===== config.mk =====
export PLATFORM = sky130hd
export DESIGN_NAME = sprite_loader_flat
export DESIGN_NICKNAME = d
export VERILOG_FILES = /design/src/rtl/sprite_loader_pkg.sv /design/src/rtl/sprite_loader_if.sv /design/src/rtl/sprite_row_match.sv /design/src/rtl/sprite_loader.sv /design/src/flat_wrapper.sv
export SDC_FILE = /design/constraint.sdc
export NUM_CORES = 1
export LEC_CHECK = 0
export CORE_ASPECT_RATIO = 1.25
export CORE_MARGIN = 2
export CORE_UTILIZATION = 50
export DETAILED_ROUTE_END_ITERATION = 7
export GPL_TIMING_DRIVEN = 0
export PLACE_DENSITY_LB_ADDON = 0.3
export SETUP_SLACK_MARGIN = 0.2
export SYNTH_ARGS = -nofsm -noshare
export SYNTH_HDL_FRONTEND = slang
export SYNTH_SLANG_ARGS = --single-unit

===== constraint.sdc =====
create_clock -name clock -period 6.5 [get_ports clock]
set_clock_uncertainty 0.2 [all_clocks]
set_input_delay 0.65 -clock clock [delete_from_list [all_inputs] [get_ports clock]]
set_output_delay 0.65 -clock clock [all_outputs]
set_load 0.01 [all_outputs]

===== src/rtl/sprite_loader_pkg.sv =====
`default_nettype none
// +----------------------------------------------------------------------+
// | sprite_loader_pkg: sprite record types, loader states, address helper |
// | Rev 1.0                                                              |
// +----------------------------------------------------------------------+
package sprite_loader_pkg;

  typedef struct packed {
    logic [8:0] x;
    logic [7:0] y;
    logic [1:0] w;
    logic [1:0] h;
    logic [9:0] tile;
    logic [3:0] palette;
    logic       x_mirror;
    logic       y_mirror;
    logic       fg_prio;
    logic       bg_prio;
  } sprite_conf_t;

  // pat[0] sits in the low nibble so a pattern word maps straight onto 8 slots
  typedef struct packed {
    sprite_conf_t     conf;
    logic [31:0][3:0] pat;
  } sprite_reg_t;

  typedef enum logic [2:0] {
    S_IDLE       = 3'd0,
    S_CLEAR      = 3'd1,
    S_SCAN_ADDR  = 3'd2,
    S_SCAN_CHECK = 3'd3,
    S_FETCH_ADDR = 3'd4,
    S_FETCH_DATA = 3'd5,
    S_PUSH       = 3'd6,
    S_DONE       = 3'd7
  } loader_state_t;

  // Tile rows are four tiles apart; the 10-bit sum wraps naturally
  function automatic logic [12:0] pat_word(input logic [9:0] tile, input logic [1:0] ty,
                                           input logic [1:0] k, input logic [2:0] py);
    logic [9:0] tile_id;
    tile_id = tile + {6'd0, ty, 2'b00} + {8'd0, k};
    return {tile_id, py};
  endfunction

endpackage
`default_nettype wire


===== src/rtl/sprite_loader_if.sv =====
`default_nettype none
// +----------------------------------------------------------------------+
// | sprite_loader_if: control, OAM/pattern memory and chain-head signals  |
// | Rev 1.0                                                              |
// +----------------------------------------------------------------------+
interface sprite_loader_if
  import sprite_loader_pkg::*;
#(
  parameter int NUM_OAM = 64
) ();

  logic                       start;
  logic [7:0]                 next_row;
  logic [$clog2(NUM_OAM)-1:0] oam_addr;
  sprite_conf_t               oam_data;
  logic [12:0]                pat_addr;
  logic [31:0]                pat_data;
  logic                       chain_clear;
  sprite_reg_t                out;
  logic                       out_valid;
  logic                       out_ack;
  logic                       busy;
  logic                       done;
`ifdef SPRITE_OVERFLOW_EN
  logic                       overflow;
`endif

  modport master (
`ifdef SPRITE_OVERFLOW_EN
    output overflow,
`endif
    output oam_addr, pat_addr, chain_clear, out, out_valid, busy, done,
    input  start, next_row, oam_data, pat_data, out_ack
  );

  modport slave (
`ifdef SPRITE_OVERFLOW_EN
    input  overflow,
`endif
    input  oam_addr, pat_addr, chain_clear, out, out_valid, busy, done,
    output start, next_row, oam_data, pat_data, out_ack
  );

endinterface
`default_nettype wire


===== src/rtl/sprite_row_match.sv =====
`default_nettype none
// +----------------------------------------------------------------------+
// | sprite_row_match: row hit test and row-within-sprite (tile row, py)   |
// | Rev 1.0                                                              |
// +----------------------------------------------------------------------+
module sprite_row_match (
  input  logic [7:0] row,
  input  logic [7:0] y,
  input  logic [1:0] h,
  input  logic       y_mirror,
  output logic       hit,
  output logic [1:0] ty,
  output logic [2:0] py
);

  logic [8:0] w_r;
  logic [8:0] w_h;
  logic [4:0] w_sr;

  assign w_r  = {1'b0, row} - {1'b0, y};
  assign w_h  = ({7'd0, h} + 9'd1) << 3;
  assign hit  = (row >= y) && (w_r < w_h);
  // Only meaningful on a hit, where r < 32 and fits the 5-bit result
  assign w_sr = y_mirror ? 5'(w_h - 9'd1 - w_r) : w_r[4:0];
  assign ty   = w_sr[4:3];
  assign py   = w_sr[2:0];

endmodule
`default_nettype wire


===== src/rtl/sprite_loader.sv =====
`default_nettype none
// +----------------------------------------------------------------------+
// | sprite_loader: per-row OAM scan, pattern fetch and chain-head push.   |
// | Optional SPRITE_OVERFLOW_EN adds the overflow flag. Rev 1.0           |
// +----------------------------------------------------------------------+
module sprite_loader
  import sprite_loader_pkg::*;
#(
  parameter int NUM_OAM     = 64,
  parameter int MAX_SPRITES = 16
) (
  input  logic            clock,
  input  logic            reset,
  sprite_loader_if.master bus
);

  localparam int c_iw = $clog2(NUM_OAM);
  localparam int c_nw = $clog2(MAX_SPRITES + 1);
  localparam logic [c_iw-1:0] c_last   = c_iw'(NUM_OAM - 1);
  localparam logic [c_nw-1:0] c_max    = c_nw'(MAX_SPRITES);
  localparam logic [c_nw-1:0] c_max_m1 = c_nw'(MAX_SPRITES - 1);

  loader_state_t    r_state;
  logic [c_iw-1:0]  r_i;
  logic [c_nw-1:0]  r_n;
  logic [1:0]       r_k;
  logic [1:0]       r_ty;
  logic [2:0]       r_py;
  logic [7:0]       r_row;
  sprite_conf_t     r_conf;
  logic [31:0][3:0] r_pat;
  logic [12:0]      r_pat_addr;
  logic             r_chain_clear;
  logic             r_out_valid;
  logic             r_busy;
  logic             r_done;
  logic             w_hit;
  logic [1:0]       w_ty;
  logic [2:0]       w_py;
  logic             w_last;
  logic             w_full;
  logic             w_stop;

  sprite_row_match u_match (
    .row      (r_row),
    .y        (bus.oam_data.y),
    .h        (bus.oam_data.h),
    .y_mirror (bus.oam_data.y_mirror),
    .hit      (w_hit),
    .ty       (w_ty),
    .py       (w_py)
  );

  assign w_last = (r_i == c_last);
  assign w_full = (r_n == c_max);
`ifdef SPRITE_OVERFLOW_EN
  // A full chain keeps scanning so later hits can raise overflow
  assign w_stop = w_last;
`else
  assign w_stop = w_last || (r_n == c_max_m1);
`endif

`ifdef SPRITE_OVERFLOW_EN
  logic r_overflow;
  always_ff @(posedge clock) begin
    if (reset)
      r_overflow <= 1'b0;
    else if (r_state == S_IDLE && bus.start)
      r_overflow <= 1'b0;
    else if (r_state == S_SCAN_CHECK && w_hit && w_full)
      r_overflow <= 1'b1;
  end
  assign bus.overflow = r_overflow;
`endif

  always_ff @(posedge clock) begin
    if (reset) begin
      r_state       <= S_IDLE;
      r_i           <= '0;
      r_n           <= '0;
      r_k           <= '0;
      r_ty          <= '0;
      r_py          <= '0;
      r_row         <= '0;
      r_conf        <= '0;
      r_pat         <= '0;
      r_pat_addr    <= '0;
      r_chain_clear <= 1'b0;
      r_out_valid   <= 1'b0;
      r_busy        <= 1'b0;
      r_done        <= 1'b0;
    end else begin
      r_chain_clear <= 1'b0;
      r_done        <= 1'b0;
      case (r_state)
        S_IDLE: if (bus.start) begin
          r_row         <= bus.next_row;
          r_i           <= '0;
          r_n           <= '0;
          r_chain_clear <= 1'b1;
          r_busy        <= 1'b1;
          r_state       <= S_CLEAR;
        end
        S_CLEAR:     r_state <= S_SCAN_ADDR;
        S_SCAN_ADDR: r_state <= S_SCAN_CHECK;
        S_SCAN_CHECK: begin
          if (w_hit && !w_full) begin
            r_conf     <= bus.oam_data;
            r_pat      <= '0;
            r_k        <= '0;
            r_ty       <= w_ty;
            r_py       <= w_py;
            r_pat_addr <= pat_word(bus.oam_data.tile, w_ty, 2'd0, w_py);
            r_state    <= S_FETCH_ADDR;
          end else if (w_last) begin
            r_done  <= 1'b1;
            r_state <= S_DONE;
          end else begin
            r_i     <= r_i + c_iw'(1);
            r_state <= S_SCAN_ADDR;
          end
        end
        S_FETCH_ADDR: r_state <= S_FETCH_DATA;
        S_FETCH_DATA: begin
          for (int p = 0; p < 8; p++)
            r_pat[{r_k, 3'(p)}] <= bus.pat_data[4*p +: 4];
          if (r_k == r_conf.w) begin
            r_out_valid <= 1'b1;
            r_state     <= S_PUSH;
          end else begin
            r_k        <= r_k + 2'd1;
            r_pat_addr <= pat_word(r_conf.tile, r_ty, r_k + 2'd1, r_py);
            r_state    <= S_FETCH_ADDR;
          end
        end
        S_PUSH: if (bus.out_ack) begin
          r_out_valid <= 1'b0;
          r_n         <= r_n + c_nw'(1);
          if (w_stop) begin
            r_done  <= 1'b1;
            r_state <= S_DONE;
          end else begin
            r_i     <= r_i + c_iw'(1);
            r_state <= S_SCAN_ADDR;
          end
        end
        S_DONE: begin
          r_busy  <= 1'b0;
          r_state <= S_IDLE;
        end
        default: r_state <= S_IDLE;
      endcase
    end
  end

  assign bus.oam_addr    = r_i;
  assign bus.pat_addr    = r_pat_addr;
  assign bus.chain_clear = r_chain_clear;
  assign bus.out         = {r_conf, r_pat};
  assign bus.out_valid   = r_out_valid;
  assign bus.busy        = r_busy;
  assign bus.done        = r_done;

endmodule
`default_nettype wire

===== src/flat_wrapper.sv =====
// flat-port wrapper written by rule: the top's interface ports become plain ports
module sprite_loader_flat import sprite_loader_pkg::*;
#(
  parameter int NUM_OAM     = 64,
  parameter int MAX_SPRITES = 16
)
  (clock, reset, bus_oam_addr, bus_pat_addr, bus_chain_clear, bus_out, bus_out_valid, bus_busy, bus_done, bus_start, bus_next_row, bus_oam_data, bus_pat_data, bus_out_ack);
  sprite_loader_if #(.NUM_OAM(NUM_OAM)) bus_i ();
  input  logic clock;
  input  logic reset;
  output wire logic [$bits(bus_i.oam_addr)-1:0] bus_oam_addr;
  output wire logic [$bits(bus_i.pat_addr)-1:0] bus_pat_addr;
  output wire logic [$bits(bus_i.chain_clear)-1:0] bus_chain_clear;
  output wire logic [$bits(bus_i.out)-1:0] bus_out;
  output wire logic [$bits(bus_i.out_valid)-1:0] bus_out_valid;
  output wire logic [$bits(bus_i.busy)-1:0] bus_busy;
  output wire logic [$bits(bus_i.done)-1:0] bus_done;
  input wire logic [$bits(bus_i.start)-1:0] bus_start;
  input wire logic [$bits(bus_i.next_row)-1:0] bus_next_row;
  input wire logic [$bits(bus_i.oam_data)-1:0] bus_oam_data;
  input wire logic [$bits(bus_i.pat_data)-1:0] bus_pat_data;
  input wire logic [$bits(bus_i.out_ack)-1:0] bus_out_ack;
  assign bus_oam_addr = bus_i.oam_addr;
  assign bus_pat_addr = bus_i.pat_addr;
  assign bus_chain_clear = bus_i.chain_clear;
  assign bus_out = bus_i.out;
  assign bus_out_valid = bus_i.out_valid;
  assign bus_busy = bus_i.busy;
  assign bus_done = bus_i.done;
  assign bus_i.start = bus_start;
  assign bus_i.next_row = bus_next_row;
  assign bus_i.oam_data = bus_oam_data;
  assign bus_i.pat_data = bus_pat_data;
  assign bus_i.out_ack = bus_out_ack;
  sprite_loader #(.NUM_OAM(NUM_OAM), .MAX_SPRITES(MAX_SPRITES)) u_core (.clock(clock), .reset(reset), .bus(bus_i));
endmodule

==> impl_metrics.py, run 1 <==
metrics = {
    "run_status": {
        "status": "complete, no violations",
    },
    "place": {
        "place.gp.congestion": 0.895,
        "portBuffers": 271,
        "dp_hpwl_mm": 22.1,
        "place_ws_ps": 1260,
        "place_inst": 1561,
        "placed_cell_area_mm2": 0.0118,
    },
    "die": {
        "die_y_um": 152,
        "start_util_pct": 50.7,
        "core_mm2": 0.0173,
        "rows": 54,
        "io_pins": 273,
        "die-width_um": 122,
        "fp.dieArea_mm2": 0.0186,
    },
    "min_path": {
        "min-delay-path-class": "reg -> reg",
    },
    "pwr": {
        "leakage_nw": 4.38,
        "ir_drop_mv": 0.236,
        "power_density_mw_per_mm2": 227,
    },
    "routing": {
        "wirelength_mm": 30.2,
        "vias": 9028,
        "drc": 0,
        "drt_iter0_markers": 581,
        "vias_per_cell": 5.64,
        "ant_nets": 0,
        "firstDrtPassIters": 5,
        "post_drt_wl_per_cell_um": 18.8,
    },
    "clocking": {
        "post_cts_resized": 0,
        "cts-root-buf": "clkbuf_16",
        "cts_sinks": 213,
        "clock_path_buffers": 3,
        "cts_buffers": 22,
        "cts_setup_buffers": 0,
        "clkTransAtPathRegs_ps": 60,
        "cts_tree": "done",
        "clk_latency_ps": 510,
        "htree_levels": 1,
        "hold_buffers": 0,
    },
    "finish": {
        "nets": 1473,
        "layout-drive-gt1-share_pct": 4.21,
        "diodes": 0,
        "design_area_mm2": 0.0125,
        "area_growth_pct": 42.7,
        "num-fill-cells": 1374,
        "stdcell_count": 1601,
    },
    "sta": {
        "fin_setup_tns_ps": 0,
        "tightestPinTransition_ps": 730,
        "final.min_clock_period_ps": 4780,
        "finalCritPeriodShare_pct": 73.5,
        "setup_violations": 0,
        "relSlewSlack_pct": 51.3,
        "report.final.slew_viol_count": 0,
        "fmax_mhz": 209,
        "final_hold_viol_count": 0,
        "fin_ws_ps": 1720,
        "rsz0062_at_grt": "false",
    },
    "grt": {
        "grt_pass1_wl_mm": 46.4,
        "grtUsageTotal_pct": 31.5,
        "grt_overflow": 0,
        "antenna_found_initial": 0,
        "grt_max_degree": 14,
        "grt_pass1_vias": 8877,
    },
    "critical_path": {
        "cp_cell_sequence": "clkdlybuf4s50_1 -> ha_1 -> fa_1 -> nand2b_1 -> a21oi_1 -> xor2_1 -> fa_1 -> o2bb2ai_1 -> nor4_1 -> o21ai_1 -> nor4_1 -> nand2_1 -> buf_2 -> clkbuf_1 -> nand2_1 -> a21oi_1",
        "cp-end-kind": "register",
        "startpoint_type": "primary input",
        "crit_fanout": 10,
        "max_stage_delay_ps": 560,
        "regToRegSetupSlack_ps": 1960,
        "crit_required_ps": 6660,
        "worst-setup-path-type": "in -> reg",
        "cp.arrival_ps": 4930,
        "crit_slowest_cell": "nor4_1",
    },
    "synthesis": {
        "async_flop_share_pct": 0,
        "ys_seq_elements": 213,
        "syn_area_mm2": 0.00877,
        "synth_seq_area_share_pct": 48.6,
        "ys_warn_count": 0,
        "syn-num-nets": 1178,
        "syn-mean-instance-area_um2": 8.22,
        "yosysUniqueCellTypes": 48,
        "syn_inst": 1066,
        "synth_edf_count": 0,
        "ys_dominant_reg_cell": "dfxtp_1",
    },
    "flow_run": {
        "maxCapViolCount": 0,
    },
}
==> sequential cells by signal, indices dropped and copies added (netlist names) <==
register,cells
u_core.bus.out_valid,1
u_core.bus.done,1
u_core.bus.chain_clear,1
u_core.r_state,3
u_core.bus.oam_addr,6
u_core.bus.pat_addr,13
u_core.bus.out,167
u_core.r_row,8
u_core.bus.busy,1
u_core.r_n,5
u_core.r_py,3
u_core.r_k,2
u_core.r_ty,2
==> logic make-up (layout without fill, tap and decap cells) <==
kind of cell | Yosys count | count (layout) | synth area share, %
AOI/OAI and AO/OA | 317 | 317 | 20.6
xor gates and xnor gates | 23 | 23 | 2.30
adders and majority gates | 29 | 29 | 4.48
and+or+nand+nor | 372 | 372 | 18.2
DFF | 213 | 213 | 48.6
buffers and inverters | 101 | 412 | 4.58
muxes | 11 | 11 | 1.27
==> synthesized netlist by cell type, types with 3 or more instances <==
cell | n | share of area (%)
nor4_1 | 3 | 0.21
nand2_1 | 232 | 9.9
o211ai_1 | 3 | 0.26
a311oi_1 | 5 | 0.50
buf_2 | 15 | 0.86
o21ai_1 | 45 | 2.6
or4_1 | 3 | 0.26
nand2b_1 | 6 | 0.43
xnor2_1 | 15 | 1.5
a21o_1 | 3 | 0.26
or2_2 | 4 | 0.29
mux2i_1 | 10 | 1.1
xor2_1 | 8 | 0.80
and3_1 | 6 | 0.43
nor2b_1 | 6 | 0.43
dfxtp_1 | 213 | 49
and2_1 | 3 | 0.21
nand3_1 | 48 | 2.7
a22o_1 | 32 | 3.2
a211oi_1 | 4 | 0.34
nor2_1 | 45 | 1.9
inv_1 | 23 | 0.98
ha_1 | 25 | 3.6
nor3_1 | 7 | 0.40
o21ai_0 | 40 | 2.3
a31oi_1 | 3 | 0.21
buf_1 | 4 | 0.17
clkbuf_1 | 58 | 2.5
o21a_1 | 4 | 0.34
fa_1 | 4 | 0.91
a21oi_1 | 168 | 9.6
==> routing by layer <==
| metal | wire length, um | vias to the layer above | global-route usage [%] | part of all wire, % |
|---|---|---|---|---|
| li1 | - | 4238 | - | - |
| met3 | 2660 | 91 | 9.20 | 8.8 |
| met5 | 0 | - | 0 | 0 |
| met4 | 1350 | 0 | 14.4 | 4.5 |
| met2 | 14900 | 391 | 54.4 | 50 |
| met1 | 11200 | 4308 | 35.0 | 37 |
==> per-stage QoR <==
| stage | hold WS [ps] | util [%] | total power, mW |
|---|---|---|---|
| floorplan | 236 | - | 1.45 |
| global placement | 242 | 68.0 | 1.56 |
| detailed placement | 246 | 68.0 | 1.56 |
| CTS | 254 | 72.3 | 2.84 |
| global route | 272 | 72.3 | 2.91 |
| finish | 255 | 72.3 | 2.84 |
==> report_power, final <==
group	switching, mW	total, mW	internal (mW)
Combinational	0.123	0.220	0.0973
Clock	0.527	1.30	0.778
Sequential	0.00460	1.32	1.31
==> area by class of cell <==
type	instances	area [um^2]	share of cell area, %
Tap cell	224	280	2.24
Buffer	78	315	2.52
Clock buffer	36	704	5.63
Inverter	23	86.3	0.690
Multi-Input combinational cell	752	4100	32.8
Clock inverter	4	45.0	0.360
Timing Repair Buffer	271	2710	21.7
Sequential cell	213	4260	34.1
==> cell usage in the layout, fill, tap and decap left out, types with 32 or more instances in the layout <==
master           Yosys  layout
o21ai_1             45      45
a22o_1              32      32
clkdlybuf4s50_1      0     271
nand3_1             48      48
clkbuf_1            58      63
nor2_1              45      45
a21oi_1            168     168
dfxtp_1            213     213
nand2_1            232     232
o21ai_0             40      40
==> worst max-delay path, delay by kind of cell <==
kind / cells / cell delay, ps
and+or+nand+nor: 5 / 1350
adders and majority gates: 3 / 1090
buffers and inverters: 3 / 1060
AOI/OAI and AO/OA: 4 / 590
xor gates and xnor gates: 1 / 170
==> worst paths after layout <==
kind | start | end | depth (start not counted)
worst max-delay path | bus_oam_data[22] | u_core.bus.out[166]$_SDFFE_PP0P_ | 16
worst min-delay path | u_core.bus.out[129]$_SDFFE_PP0P_ | u_core.bus.out[129]$_SDFFE_PP0P_ | 2
worst max register to register | u_core.r_row[0]$_SDFFE_PP0P_ | u_core.bus.out[166]$_SDFFE_PP0P_ | 16
worst min register to register | u_core.bus.out[129]$_SDFFE_PP0P_ | u_core.bus.out[129]$_SDFFE_PP0P_ | 2
Note: power is estimated with default switching activity, not from simulation.
==> inputs of run 2 (changes only) <==
--- a/config.mk
+++ b/config.mk
@@ -7,7 +7,7 @@
 export LEC_CHECK = 0
 export CORE_ASPECT_RATIO = 1.25
 export CORE_MARGIN = 2
-export CORE_UTILIZATION = 50
+export CORE_UTILIZATION = 42
 export DETAILED_ROUTE_END_ITERATION = 7
 export GPL_TIMING_DRIVEN = 0
 export PLACE_DENSITY_LB_ADDON = 0.3
==> constraint.sdc (replaced) <==
create_clock -name clock -period 4.2 [get_ports clock]
set_clock_uncertainty 0.2 [all_clocks]
set_input_delay 0.42 -clock clock [delete_from_list [all_inputs] [get_ports clock]]
set_output_delay 0.42 -clock clock [all_outputs]
set_load 0.01 [all_outputs]
==> run 2 against run 1 <==
Effect of this change: power is 57% higher; critical endpoint is now u_core.bus.out[39]$_SDFFE_PP0P_; combinational power increased by 70%; first-iteration DRC count down 8.6%; worst setup slack lost 1400 ps; global-route usage decreased by 5.0 points; highest routed layer unchanged; largest cell class unchanged; cell area grew 2.8%; register-to-register slack worse by 1600 ps.
==> impl_metrics.py, run 2 (same netlist as run 1, synthesis figures left out) <==
metrics = {
    "clocking": {
        "clkTransAtPathRegs_ps": 60,
        "hold_buffers": 0,
        "cts_sinks": 213,
        "cts-root-buf": "clkbuf_16",
        "htree_levels": 1,
        "clk_latency_ps": 500,
        "cts_buffers": 22,
        "clock_path_buffers": 3,
        "cts_tree": "done",
    },
    "die": {
        "io_pins": 273,
        "die-width_um": 133,
        "start_util_pct": 42.4,
        "core_mm2": 0.0207,
        "rows": 59,
        "die_y_um": 166,
        "fp.dieArea_mm2": 0.0220,
    },
    "critical_path": {
        "crit_required_ps": 4350,
        "cp-end-kind": "register",
        "rr_endpoint": "u_core.bus.out[39]$_SDFFE_PP0P_",
        "cp.arrival_ps": 3990,
        "critPathTopFamily": "compound AO/OA/AOI/OAI gates",
        "timing.rr.start": "u_core.r_row[0]$_SDFFE_PP0P_",
        "regToRegSetupSlack_ps": 360,
        "cp_cell_sequence": "inv_1 -> ha_4 -> nand2b_4 -> nand2b_1 -> a211oi_2 -> or2_4 -> ha_1 -> inv_1 -> fa_2 -> o2bb2ai_1 -> nor4_1 -> o21ai_1 -> nor4_2 -> buf_4 -> a21oi_1 -> clkbuf_1 -> o21ai_0 -> a21oi_1",
        "crit_slowest_cell": "fa_2",
        "worst-r2r-cell-count": 18,
        "cp.depth": 18,
        "crit_start": "u_core.r_row[0]$_SDFFE_PP0P_",
        "max_stage_delay_ps": 370,
        "worst-setup-path-type": "reg -> reg",
        "crit_fanout": 10,
        "cp.buffers_inverters": 4,
        "critPathCapture": "u_core.bus.out[39]$_SDFFE_PP0P_",
        "startpoint_type": "register",
    },
    "sta": {
        "final.min_clock_period_ps": 3840,
        "fmax_mhz": 260,
        "rsz0062_at_grt": "false",
        "setup_violations": 0,
        "fin_setup_tns_ps": 0,
        "final_hold_viol_count": 0,
        "relSlewSlack_pct": 50.3,
        "tightestPinTransition_ps": 745,
        "report.final.slew_viol_count": 0,
        "finalCritPeriodShare_pct": 91.5,
    },
    "routing": {
        "vias": 8839,
        "drt_iter0_markers": 531,
        "post_drt_wl_per_cell_um": 18.7,
        "ant_nets": 0,
        "firstDrtPassIters": 5,
        "vias_per_cell": 5.34,
        "drc": 0,
        "wirelength_mm": 30.9,
    },
    "grt": {
        "grt.busiest_layer": "met2",
        "grt_pass1_vias": 8452,
        "use_met3_pct": 8.06,
        "grtUsageTotal_pct": 26.4,
        "antenna_found_initial": 0,
        "grt_overflow": 0,
        "grt_pass1_wl_mm": 46.1,
        "grt.met2_usage_pct": 47.2,
        "grt_max_degree": 14,
        "met1_usage_pct": 29.8,
    },
    "finish": {
        "design_area_mm2": 0.0129,
        "mostFrequentLayoutCells": "clkdlybuf4s50_1, nand2_1, dfxtp_1",
        "layout-drive-gt1-share_pct": 6.37,
        "ff_latch_area_mm2": 0.00427,
        "diodes": 0,
        "layout_commonest_cell": "clkdlybuf4s50_1",
        "largest_reg_flops": 167,
        "multi_input_area_mm2": 0.00423,
        "nets": 1482,
        "area_growth_pct": 46.7,
        "final_util_pct": 62.2,
        "stdcell_count": 1656,
        "num-fill-cells": 1863,
    },
    "place": {
        "placed_cell_area_mm2": 0.0118,
        "place_inst": 1611,
        "portBuffers": 271,
        "place.gp.congestion": 0.866,
        "dp_hpwl_mm": 22.6,
    },
    "flow_run": {
        "maxCapViolCount": 0,
    },
    "run_status": {
        "status": "complete, no violations",
    },
    "pwr": {
        "leakage_nw": 4.50,
        "power_density_mw_per_mm2": 348,
        "ir_drop_mv": 0.287,
    },
    "min_path": {
        "min-delay-path-class": "in -> reg",
        "min_delay_path_depth": 3,
    },
}
[run 2: layout make-up]
class                           count  share of cell area, %
Sequential cell                   213                   33.2
Clock buffer                       30                   4.99
Multi-Input combinational cell    752                   32.9
Inverter                           23                  0.671
Buffer                             78                   2.91
Timing Repair Buffer              280                   21.9
Clock inverter                      6                  0.837
Tap cell                          274                   2.67
[run 2: worst min-delay path by stage]
stage                                      from  slack, ps                          endpoint
2_1_floorplan      u_core.r_row[0]$_SDFFE_PP0P_        240      u_core.r_row[0]$_SDFFE_PP0P_
3_3_place_gp   u_core.bus.out[163]$_SDFFE_PP0P_        240  u_core.bus.out[163]$_SDFFE_PP0P_
3_5_place_dp   u_core.bus.out[147]$_SDFFE_PP0P_        250  u_core.bus.out[147]$_SDFFE_PP0P_
4_1_cts                         bus_oam_data[2]        110  u_core.bus.out[130]$_SDFFE_PP0P_
5_1_grt                        bus_oam_data[24]         50  u_core.bus.out[152]$_SDFFE_PP0P_
6_report                       bus_oam_data[24]         50  u_core.bus.out[152]$_SDFFE_PP0P_
[run 2: stage by stage]
step	hold WS [ps]	total power [mW]	worst slack (ps)
2_1_floorplan	236	2.25	438
3_3_place_gp	241	2.41	-814
3_5_place_dp	246	2.42	-807
4_1_cts	109	4.46	250
5_1_grt	47.8	4.61	113
6_report	53.8	4.47	358
[run 2: power by group]
group | switching [mW] | leakage (nW) | total [mW] | internal [mW]
Combinational | 0.204 | 2.42 | 0.375 | 0.170
Sequential | 0.00680 | 1.72 | 2.04 | 2.03
Clock | 0.813 | 0.366 | 2.06 | 1.25
[run 2: routing by layer]
metal,part of all wire (%),vias up
met3,8.7,70
met2,50,350
met4,3.2,0
met1,38,4157
met5,0,-
li1,-,4262
[run 2: what timing repair did]
item                       CTS  global route
setup endpoints to repair  193           151
cloned                       0             1
resized for setup            7            55
buffers inserted             4             4
pin swaps                    3             8
[run 2: worst register-to-register path: stages (launching register included)]
cell       delay (ps)
dfxtp_2           320
inv_1              90
ha_4              150
nand2b_4          140
nand2b_1           90
a211oi_2          230
or2_4             150
ha_1              130
inv_1              60
fa_2              370
o2bb2ai_1         140
nor4_1            280
o21ai_1           140
nor4_2            150
buf_4             170
a21oi_1           100
clkbuf_1          280
o21ai_0           370
a21oi_1           140
==> inputs of run 3 (changes only) <==
--- a/config.mk
+++ b/config.mk
@@ -5,13 +5,14 @@
 export SDC_FILE = /design/constraint.sdc
 export NUM_CORES = 1
 export LEC_CHECK = 0
-export CORE_ASPECT_RATIO = 1.25
+export CORE_ASPECT_RATIO = 1.4
 export CORE_MARGIN = 2
-export CORE_UTILIZATION = 42
+export CORE_UTILIZATION = 43
 export DETAILED_ROUTE_END_ITERATION = 7
 export GPL_TIMING_DRIVEN = 0
 export PLACE_DENSITY_LB_ADDON = 0.3
 export SETUP_SLACK_MARGIN = 0.2
 export SYNTH_ARGS = -nofsm -noshare
 export SYNTH_HDL_FRONTEND = slang
+export SYNTH_HIERARCHICAL = 1
 export SYNTH_SLANG_ARGS = --single-unit
==> run 3 against run 2 <==
Effect of this change: synthesized cell count rose by 5.4%; critical path type is now in -> reg; sequential share of layout area rose by 0.23 points; count of clock-buffer cells in the layout rose by 1; sequential power barely moved; combinational power fell by 5%; clock power fell by 8%; non-clock buffer count rose by 3.
==> impl_metrics.py, run 3 <==
metrics = {
    "run_status": {
        "status": "complete, no violations",
    },
    "clocking": {
        "cts_sinks": 213,
        "clock_path_buffers": 3,
        "clkTransAtPathRegs_ps": 60,
        "clk_latency_ps": 490,
        "cts_tree": "done",
        "htree_levels": 1,
        "cts_buffers": 21,
        "cts-root-buf": "clkbuf_16",
    },
    "min_path": {
        "min_delay_path_depth": 3,
        "min-delay-path-class": "in -> reg",
        "hold_end": "u_core/bus.out[151]$_SDFFE_PP0P_",
        "holdCritStartpoint": "bus_oam_data[23]",
    },
    "routing": {
        "firstDrtPassIters": 5,
        "ant_nets": 0,
        "drc": 0,
        "wirelength_mm": 30.4,
        "drt_iter0_markers": 515,
        "post_drt_wl_per_cell_um": 17.9,
        "vias": 9161,
        "vias_per_cell": 5.41,
    },
    "sta": {
        "report.final.slew_viol_count": 0,
        "fmax_mhz": 265,
        "fin_ws_ps": 426,
        "rsz0062_at_grt": "false",
        "relSlewSlack_pct": 41.3,
        "setup_violations": 0,
        "tightestPinTransition_ps": 881,
        "final_hold_viol_count": 0,
        "final.min_clock_period_ps": 3770,
        "finalCritPeriodShare_pct": 89.8,
    },
    "flow_run": {
        "maxCapViolCount": 0,
    },
    "pwr": {
        "seqPwrFrac_pct": 47.5,
        "design_power_total_mw": 4.28,
        "leakage_nw": 4.42,
        "power_frac_comb_pct": 8.3,
        "swShare_pct": 23.1,
        "power_density_mw_per_mm2": 336,
        "p_sw_uw": 989,
        "p_clk_share_pct": 44.1,
        "p_int_mw": 3.29,
        "ir_drop_mv": 0.335,
    },
    "finish": {
        "layout-drive-gt1-share_pct": 5.64,
        "area_growth_pct": 42.2,
        "nets": 1534,
        "layout_commonest_cell": "clkdlybuf4s50_1",
        "diodes": 0,
        "stdcell_count": 1692,
        "mostFrequentLayoutCells": "clkdlybuf4s50_1, nand2_1, dfxtp_1",
        "largest_reg_flops": 167,
    },
    "die": {
        "start_util_pct": 43.8,
        "die-width_um": 126,
        "die_y_um": 175,
        "fp.dieArea_mm2": 0.0221,
        "rows": 62,
        "core_mm2": 0.0205,
        "io_pins": 273,
    },
    "critical_path": {
        "cp-end-kind": "register",
        "startpoint_type": "primary input",
        "crit_slowest_cell": "buf_1",
        "worst-setup-path-type": "in -> reg",
        "regToRegSetupSlack_ps": 440,
        "max_stage_delay_ps": 470,
        "crit_fanout": 10,
        "timing.rr.start": "u_core/r_row[0]$_SDFFE_PP0P_",
        "cp_cell_sequence": "clkdlybuf4s50_1 -> ha_1 -> fa_2 -> nand2b_1 -> nand2b_1 -> a21oi_1 -> xor2_1 -> fa_1 -> inv_1 -> a2111oi_4 -> buf_4 -> nand3_1 -> buf_2 -> buf_1 -> nand3_1 -> a21oi_1",
        "crit_start": "bus_oam_data[22]",
        "rr_endpoint": "u_core/bus.out[120]$_SDFFE_PP0P_",
        "cp.arrival_ps": 3990,
        "crit_required_ps": 4420,
        "worst-r2r-cell-count": 16,
    },
    "synthesis": {
        "yosysUniqueCellTypes": 63,
        "async_flop_share_pct": 0,
        "syn_inst": 1124,
        "syn_area_mm2": 0.00897,
        "synth_top_cell_by_area": "dfxtp_1",
        "syn-mean-instance-area_um2": 7.98,
        "ys_seq_elements": 213,
        "synth_seq_area_share_pct": 47.5,
        "netlist.area_leader.share_pct": 47.5,
        "ys_warn_count": 6,
        "ys_dominant_reg_cell": "dfxtp_1",
        "synth_common_cells": "nand2_1, dfxtp_1, a21oi_1",
        "synth.most_common_cell": "nand2_1",
        "synth_area_leaders": "dfxtp_1, nand2_1, a21oi_1",
        "syn-num-nets": 1236,
        "synth_edf_count": 0,
    },
    "grt": {
        "grt_pass1_vias": 8721,
        "antenna_found_initial": 0,
        "grtUsageTotal_pct": 26.2,
        "grt_overflow": 0,
        "grt_max_degree": 15,
        "grt_pass1_wl_mm": 46.8,
    },
    "place": {
        "dp_hpwl_mm": 22.7,
        "place_ws_ps": -538,
        "place_inst": 1651,
        "portBuffers": 271,
        "place.gp.congestion": 0.863,
    },
}
## run 3: worst max-delay path, delay by kind of cell
family | cells | cell delay, ps
buf+inv | 5 | 1480
xor+xnor | 1 | 190
compound gates | 3 | 320
simple gates | 4 | 540
fa+ha+maj | 3 | 1010
## run 3: cell families (layout without fill, tap and decap cells)
family | Yosys count | in the layout | share of synthesized area [%]
buffers and inverters | 111 | 423 | 5.01
AND/OR/NAND/NOR | 484 | 484 | 23.8
flip-flops | 213 | 213 | 47.5
AO/OA/AOI/OAI | 260 | 260 | 16.6
multiplexers | 3 | 3 | 0.335
XOR/XNOR | 24 | 24 | 2.34
adder cells (fa/ha/maj) | 29 | 29 | 4.38
## run 3: area by class of cell
type	count	area (um^2)
buffer	86	363
clock buffer	31	633
clock inverter	6	58.8
fill	1831	7720
inverter	25	93.8
multi-input combinational	800	4280
sequential	213	4260
tap	256	320
timing repair buffer	275	2750
## run 3: how the worst max path moves through the flow
stage | endpoint | cells after the start
floorplan | u_core/bus.pat_addr[12]$_SDFFE_PP0P_ | 15
global placement | u_core/bus.out[149]$_SDFFE_PP0P_ | 15
detailed placement | u_core/bus.out[150]$_SDFFE_PP0P_ | 15
CTS | u_core/bus.pat_addr[12]$_SDFFE_PP0P_ | 16
global route | u_core/bus.out[127]$_SDFFE_PP0P_ | 16
finish | u_core/bus.out[120]$_SDFFE_PP0P_ | 16
## run 3: power by group through the flow
stage / logic (mW) / clock network (mW) / registers [mW]
floorplan: 0.173 / 0 / 2.08
global placement: 0.332 / 0 / 2.08
detailed placement: 0.337 / 0 / 2.08
CTS: 0.345 / 1.92 / 2.04
global route: 0.389 / 2.01 / 2.04
finish: 0.357 / 1.89 / 2.04
## run 3: repair_timing
item / in CTS / in global routing
pin swaps: 0 / 3
hold buffers: 0 / 0
buffers inserted: 0 / 4
resized for setup: 3 / 8
setup endpoints to repair: 170 / 143
## run 3: per-layer routing
metal / track usage (%) / vias to the layer above / part of all wire (%)
li1: - / 4420 / -
met1: 30.7 / 4295 / 38
met2: 47.6 / 370 / 52
met3: 3.31 / 76 / 6.1
met4: 11.0 / 0 / 4.1
met5: 0 / - / 0
## run 3: metrics by stage
step / cell area (um^2) / setup TNS, ps / util, % / hold slack, ps
after detailed placement: 12000 / -72250 / 58.6 / 247
final: 12800 / 0 / 62.3 / 91.4
after floorplan: 8970 / 0 / - / 236
after global placement: 12000 / -64790 / 58.6 / 241
after CTS: 12700 / 0 / 62.1 / 229
after global routing: 12800 / 0 / 62.3 / 95.5
